**config.mk**
```make
export PLATFORM = sky130hd
export DESIGN_NAME = fetch_stage_flat
export DESIGN_NICKNAME = d
export VERILOG_FILES = /design/src/rtl/fetch_stage_pkg.sv /design/src/rtl/fetch_stage_if.sv /design/src/rtl/fetch_stage_pc_reg.sv /design/src/rtl/fetch_stage.sv /design/src/flat_wrapper.sv
export SDC_FILE = /design/constraint.sdc
export NUM_CORES = 1
export LEC_CHECK = 0
export BUFFER_PORTS_ARGS = -buffer_cell sky130_fd_sc_hd__buf_2
export CORE_ASPECT_RATIO = 1.25
export CORE_MARGIN = 3
export CORE_UTILIZATION = 30
export CTS_CLUSTER_SIZE = 24
export DETAILED_ROUTE_END_ITERATION = 12
export GPL_TIMING_DRIVEN = 0
export PLACE_DENSITY = 0.5
export SYNTH_ARGS = -nofsm -noshare
export SYNTH_HDL_FRONTEND = slang
export SYNTH_SLANG_ARGS = --single-unit
```
**constraint.sdc**
```tcl
create_clock -name clk -period 3 [get_ports clk]
set_clock_uncertainty 0.1 [all_clocks]
set_input_delay 0.6 -clock clk [delete_from_list [all_inputs] [get_ports clk]]
set_output_delay 0.6 -clock clk [all_outputs]
set_load 0.01 [all_outputs]
```
**src/rtl/fetch_stage_pkg.sv**
```systemverilog
// fetch_stage_pkg: shared constants for the IF stage (address width, reset PC, bubble word, PC step).
package fetch_stage_pkg;
  localparam int          ADDR_W_DEF    = 32;
  localparam logic [31:0] RESET_PC_DEF  = 32'h0000_0000;
  localparam logic [31:0] NOP_INSTR_DEF = 32'hE000_0000;
  localparam int          WORD_INC      = 4;
endpackage

```
**src/rtl/fetch_stage_if.sv**
```systemverilog
// fetch_stage_if: hazard, instruction-memory and IF/ID signals of the fetch stage; perf ports under FETCH_PERF_CNT_EN.
interface fetch_stage_if #(parameter int ADDR_W = 32);
  logic              freeze;
  logic              branch_taken;
  logic [ADDR_W-1:0] branch_addr;
  logic [ADDR_W-1:0] inst_addr;
  logic [31:0]       inst_data;
  logic [ADDR_W-1:0] if_id_pc;
  logic [31:0]       if_id_instr;
  logic              if_id_valid;
`ifdef FETCH_PERF_CNT_EN
  logic [31:0]       perf_fetched;
  logic [31:0]       perf_bubbles;
  modport master (input freeze, branch_taken, branch_addr, inst_data,
                  output inst_addr, if_id_pc, if_id_instr, if_id_valid, perf_fetched, perf_bubbles);
  modport slave  (output freeze, branch_taken, branch_addr, inst_data,
                  input inst_addr, if_id_pc, if_id_instr, if_id_valid, perf_fetched, perf_bubbles);
`else
  modport master (input freeze, branch_taken, branch_addr, inst_data,
                  output inst_addr, if_id_pc, if_id_instr, if_id_valid);
  modport slave  (output freeze, branch_taken, branch_addr, inst_data,
                  input inst_addr, if_id_pc, if_id_instr, if_id_valid);
`endif
endinterface

```
**src/rtl/fetch_stage_pc_reg.sv**
```systemverilog
// pc_reg: load-enable register with asynchronous active-low reset to RST_VAL.
module pc_reg #(
  parameter int             W       = 32,
  parameter logic [W-1:0]   RST_VAL = '0
) (
  input  logic         clk,
  input  logic         rst,
  input  logic         en_i,
  input  logic [W-1:0] d_i,
  output logic [W-1:0] q_o
);
  always_ff @(posedge clk or negedge rst)
    if (!rst) q_o <= RST_VAL;
    else if (en_i) q_o <= d_i;
endmodule

```
**src/rtl/fetch_stage.sv**
```systemverilog
// fetch_stage: ARM IF stage with PC, next-PC mux and IF/ID register; FETCH_PERF_CNT_EN adds fetch/bubble counters.
module fetch_stage import fetch_stage_pkg::*; #(
  parameter int                ADDR_W    = ADDR_W_DEF,
  parameter logic [ADDR_W-1:0] RESET_PC  = ADDR_W'(RESET_PC_DEF),
  parameter logic [31:0]       NOP_INSTR = NOP_INSTR_DEF
) (
  input logic           clk,
  input logic           rst,
  fetch_stage_if.master bus
);
  logic [ADDR_W-1:0] pc_q, pc_d, pc_inc;
  logic              pc_en;
  logic [ADDR_W-1:0] if_id_pc_q, if_id_pc_d;
  logic [31:0]       if_id_instr_q, if_id_instr_d;
  logic              if_id_valid_q, if_id_valid_d;
  assign pc_inc = pc_q + ADDR_W'(WORD_INC);
  // branch outranks freeze for both the PC and the IF/ID register
  always_comb begin
    pc_en         = bus.branch_taken | ~bus.freeze;
    pc_d          = bus.branch_taken ? {bus.branch_addr[ADDR_W-1:2], 2'b00} : pc_inc;
    if_id_pc_d    = bus.branch_taken ? '0 : bus.freeze ? if_id_pc_q : pc_inc;
    if_id_instr_d = bus.branch_taken ? NOP_INSTR : bus.freeze ? if_id_instr_q : bus.inst_data;
    if_id_valid_d = bus.branch_taken ? 1'b0 : bus.freeze ? if_id_valid_q : 1'b1;
  end
  pc_reg #(.W(ADDR_W), .RST_VAL(RESET_PC)) u_pc (
    .clk(clk), .rst(rst), .en_i(pc_en), .d_i(pc_d), .q_o(pc_q)
  );
  always_ff @(posedge clk or negedge rst)
    if (!rst) begin
      if_id_pc_q    <= '0;
      if_id_instr_q <= NOP_INSTR;
      if_id_valid_q <= 1'b0;
    end else begin
      if_id_pc_q    <= if_id_pc_d;
      if_id_instr_q <= if_id_instr_d;
      if_id_valid_q <= if_id_valid_d;
    end
  assign bus.inst_addr   = pc_q;
  assign bus.if_id_pc    = if_id_pc_q;
  assign bus.if_id_instr = if_id_instr_q;
  assign bus.if_id_valid = if_id_valid_q;
`ifdef FETCH_PERF_CNT_EN
  logic [31:0] perf_fetched_q, perf_fetched_d, perf_bubbles_q, perf_bubbles_d;
  always_comb begin
    perf_fetched_d = (!bus.branch_taken && !bus.freeze && perf_fetched_q != '1) ? perf_fetched_q + 32'd1 : perf_fetched_q;
    perf_bubbles_d = ((bus.branch_taken || bus.freeze) && perf_bubbles_q != '1) ? perf_bubbles_q + 32'd1 : perf_bubbles_q;
  end
  always_ff @(posedge clk or negedge rst)
    if (!rst) begin
      perf_fetched_q <= '0;
      perf_bubbles_q <= '0;
    end else begin
      perf_fetched_q <= perf_fetched_d;
      perf_bubbles_q <= perf_bubbles_d;
    end
  assign bus.perf_fetched = perf_fetched_q;
  assign bus.perf_bubbles = perf_bubbles_q;
`endif
endmodule

```
**src/flat_wrapper.sv**
```systemverilog
// flat-port wrapper written by rule: the top's interface ports become plain ports
module fetch_stage_flat import fetch_stage_pkg::*;
#(
  parameter int                ADDR_W    = ADDR_W_DEF,
  parameter logic [ADDR_W-1:0] RESET_PC  = ADDR_W'(RESET_PC_DEF),
  parameter logic [31:0]       NOP_INSTR = NOP_INSTR_DEF
)
  (clk, rst, bus_freeze, bus_branch_taken, bus_branch_addr, bus_inst_data, bus_inst_addr, bus_if_id_pc, bus_if_id_instr, bus_if_id_valid);
  fetch_stage_if #(.ADDR_W(ADDR_W)) bus_i ();
  input logic clk;
  input logic rst;
  input wire logic [$bits(bus_i.freeze)-1:0] bus_freeze;
  input wire logic [$bits(bus_i.branch_taken)-1:0] bus_branch_taken;
  input wire logic [$bits(bus_i.branch_addr)-1:0] bus_branch_addr;
  input wire logic [$bits(bus_i.inst_data)-1:0] bus_inst_data;
  output wire logic [$bits(bus_i.inst_addr)-1:0] bus_inst_addr;
  output wire logic [$bits(bus_i.if_id_pc)-1:0] bus_if_id_pc;
  output wire logic [$bits(bus_i.if_id_instr)-1:0] bus_if_id_instr;
  output wire logic [$bits(bus_i.if_id_valid)-1:0] bus_if_id_valid;
  assign bus_i.freeze = bus_freeze;
  assign bus_i.branch_taken = bus_branch_taken;
  assign bus_i.branch_addr = bus_branch_addr;
  assign bus_i.inst_data = bus_inst_data;
  assign bus_inst_addr = bus_i.inst_addr;
  assign bus_if_id_pc = bus_i.if_id_pc;
  assign bus_if_id_instr = bus_i.if_id_instr;
  assign bus_if_id_valid = bus_i.if_id_valid;
  fetch_stage #(.ADDR_W(ADDR_W), .RESET_PC(RESET_PC), .NOP_INSTR(NOP_INSTR)) u_core (.clk(clk), .rst(rst), .bus(bus_i));
endmodule
```
==> results.md <==
- Post_cts resized: 0
- Detail Placement HPWL: 11,650 um
- Slew @ Worst Pin: 1.014 ns
- EDFF count, synth: 0
- Finished Cell Area: 6125 sq um
- Worst Path Required: 3.16 ns
- Post-CTS Setup Inserts: 0
- DR pass1 iterations: 4
- Status: finished clean
- Worst Setup Slack, final: 0.4334 ns
- Post-layout util: 0.4045
- Worst skew pair latency: 0.35 ns
- Final Net Count: 735
- Main synth FF type: dfrtp_1
- Slew margin rel.: 0.3177
- Vias in the first global route: 4,453
- Worst hold path type: input port to async pin
- Power per cell area: 534.5 nW/um^2
- Total of max-cap violations: 0
- Synthesized cell area: 4700 sq um
- H-tree levels: 3
- Port Buffers: 160
- Iteration-0 DRC Markers: 306
- CTS tree: yes
- CP endpoint kind: flop
- Hold buffer count at CTS: 0
- Area Growth Syn to Fin: 30.32%
- Row cnt: 50
- Distinct cells, synth: 42
- Filler cells: 1,598
- WP data arrival: 2.73 ns
- Final RePlAce weighted congestion: 0.8503
- Clock sinks: 94
- Setup TNS after final layout: 0 ns
- Most area-consuming cells after synthesis: dfrtp_1, mux2i_1, nor2_1
- Post-Route WL: 15,770 um
- Die height: 145.9 um
- Cell Chain, Critical Path: clkbuf_2 -> nand4b_1 -> or4_1 -> clkbuf_1 -> or3_1 -> a31oi_1
- Final Cycle Share: 0.8555
- CTS Root Cell: clkbuf_16
- Die Area: 17,210 sq um
- Clk slew on worst S/H paths: 0.07 ns
- Synth Area in Simple Gates: 0.2162
- Reg2reg start: u_core.u_pc.q_o[7]$_DFFE_PN0N_
- Area after DPL: 5794 sq um
- RSZ-0062 raised after global routing: false
- Initial antenna violation count: 0
- Ant. Diodes: 0
- CP peak stage delay: 0.67 ns
- Final Hold Violating Endpoints: 0
- Number of buffers created by CTS: 9
- Sequential share of the synthesized area: 0.5013
- Drt via density: 5.066
- Synth warn: 0
- Mux share of post-synthesis cell area: 0.06816
- Pre-CTS setup slack: 0.02164 ns
- Die X: 117.9 um
- Share of post-route cells with drive strength above 1: 0.2817
- Synth Area in XOR/XNOR: 0.04286
- Commonest non-fill, non-tap cell in the layout: buf_2
- Gr ovfl total: 0
- Static Leak: 2.812 nW
- Critical setup path kind: flop to flop
- Period minus WS final: 2.567 ns
- First-pass GRT wire length: 25,070 um
- Synth top area share: 0.4846
- Final setup viols: 0
- Worst vdd ir: 0.3146 mV
- Remaining DRCs: 0
- Worst setup startpoint: u_core.u_pc.q_o[7]$_DFFE_PN0N_
- Worst setup SP type: flop
- Core area: 15,140 sq um
- Mean Syn Cell Area: 9.532 sq um
- Avg WL per Cell: 17.94 um
- Routed Antenna Nets: 0
- Post-synthesis sequential element count: 94
- Async S/R FF share, synth: 1.000
- Peak Freq: 0.3896 GHz
- Largest net degree at the start of global routing: 52
- Cell count after synthesis: 493
- Area leader, netlist: dfrtp_1
- Slowest-stage cell, CP: or4_1
- R2R setup slack: 0.43 ns
- CP max FO: 10
- Main combinational cell family by area after synthesis: simple AND/OR/NAND/NOR gates
- Commonest non-fill, non-tap cells in the layout: buf_2, dfrtp_1, nor2_1, nand2_1
- GRT Total Usage: 0.1822
- Compound-gate portion of the synthesized area: 0.1265
- Ports: 165
- Starting Density: 0.3104
- Final Max Slew Viols: 0
- Longest Clk Path Bufs: 2
- DR vias: 4,453
- Post-Synth Adder-Cell Area: 0.002662
worst max-delay path: cells and delay by family, from the launching register on:
kind                   cells  cell delay [ns]
flip-flops                 1             0.35
buffers and inverters      2             0.50
AO/OA/AOI/OAI              1             0.17
AND/OR/NAND/NOR            3             1.36
path summary, 6_finish.rpt:
check	end	depth (start not counted)
setup reg to reg	u_core.u_pc.q_o[17]$_DFFE_PN0N_	6
max in group asynchronous	u_core.bus.if_id_valid$_DFFE_PN0N_	2
hold reg to reg	u_core.bus.if_id_valid$_DFFE_PN0N_	1
min in group clk	u_core.u_pc.q_o[16]$_DFFE_PN0N_	3
hold / removal	u_core.bus.if_id_pc[28]$_DFFE_PN0N_	1
setup / recovery	u_core.u_pc.q_o[17]$_DFFE_PN0N_	6
cell families after synthesis:
group / Yosys count
AOI/OAI and AO/OA: 91
xor gates and xnor gates: 23
adders and majority gates: 1
buffers and inverters: 48
DFF: 94
muxes: 32
other: 1
and+or+nand+nor: 203
routing by layer:
layer	GRT usage	vias up	wire length [um]	part of all wire
met5	0	-	0	0
met4	0.04692	0	221	0.014
met3	0.03538	15	863	0.055
met2	0.3140	140	7990	0.51
met1	0.2350	2173	6691	0.42
li1	-	2125	-	-
state kept, by name, summed over array words and instances (netlist names):
name,cells
u_core.bus.if_id_instr,32
u_core.bus.if_id_pc,31
u_core.bus.if_id_valid,1
u_core.u_pc.q_o,30
cell usage after synthesis (2+ instances only):
| cell type | instances |
|---|---|
| a211oi_1 | 6 |
| o21ai_0 | 33 |
| and4_1 | 2 |
| and3_1 | 4 |
| o31ai_1 | 10 |
| buf_1 | 4 |
| nor3_1 | 8 |
| inv_1 | 4 |
| a311oi_1 | 16 |
| nand4b_1 | 2 |
| buf_4 | 3 |
| a21oi_1 | 7 |
| nand3_1 | 16 |
| nand4_1 | 10 |
| nand2_1 | 37 |
| or3_1 | 18 |
| buf_2 | 2 |
| nor2_1 | 72 |
| or4_1 | 21 |
| dfrtp_1 | 91 |
| a31oi_1 | 10 |
| xor2_1 | 4 |
| o211ai_1 | 4 |
| xnor2_1 | 19 |
| nor4_1 | 5 |
| or2_2 | 2 |
| dfstp_2 | 3 |
| nor2b_1 | 3 |
| clkbuf_1 | 33 |
| mux2i_1 | 32 |
final cells by class:
cell class	instances	area, sq um	share of cell area
Buffer	43	176.4	0.02880
Clock buffer	10	239.0	0.03902
Sequential cell	94	2356	0.3847
Tap cell	208	260.3	0.04249
Timing Repair Buffer	161	830.8	0.1356
Inverter	5	18.77	0.003064
Multi-Input combinational cell	352	2152	0.3514
Clock inverter	6	91.34	0.01491
metrics by stage:
stage          hold WS, ns  cells  power [mW]
3_3_place_gp        0.3631    862       2.005
5_1_grt             0.1885    879       3.434
4_1_cts             0.1678    879       3.308
6_report            0.1405    879       3.273
3_5_place_dp        0.3673    863       2.020
2_1_floorplan       0.2044    494       1.744
power breakdown:
group | switching, mW | total [mW] | internal, mW | leakage, nW
combinational | 0.307 | 0.521 | 0.215 | 1.46
clock | 0.521 | 1.28 | 0.762 | 0.164
sequential | 0.106 | 1.47 | 1.36 | 1.19
total | 0.935 | 3.27 | 2.34 | 2.81
(Power assumes the default switching activity.)
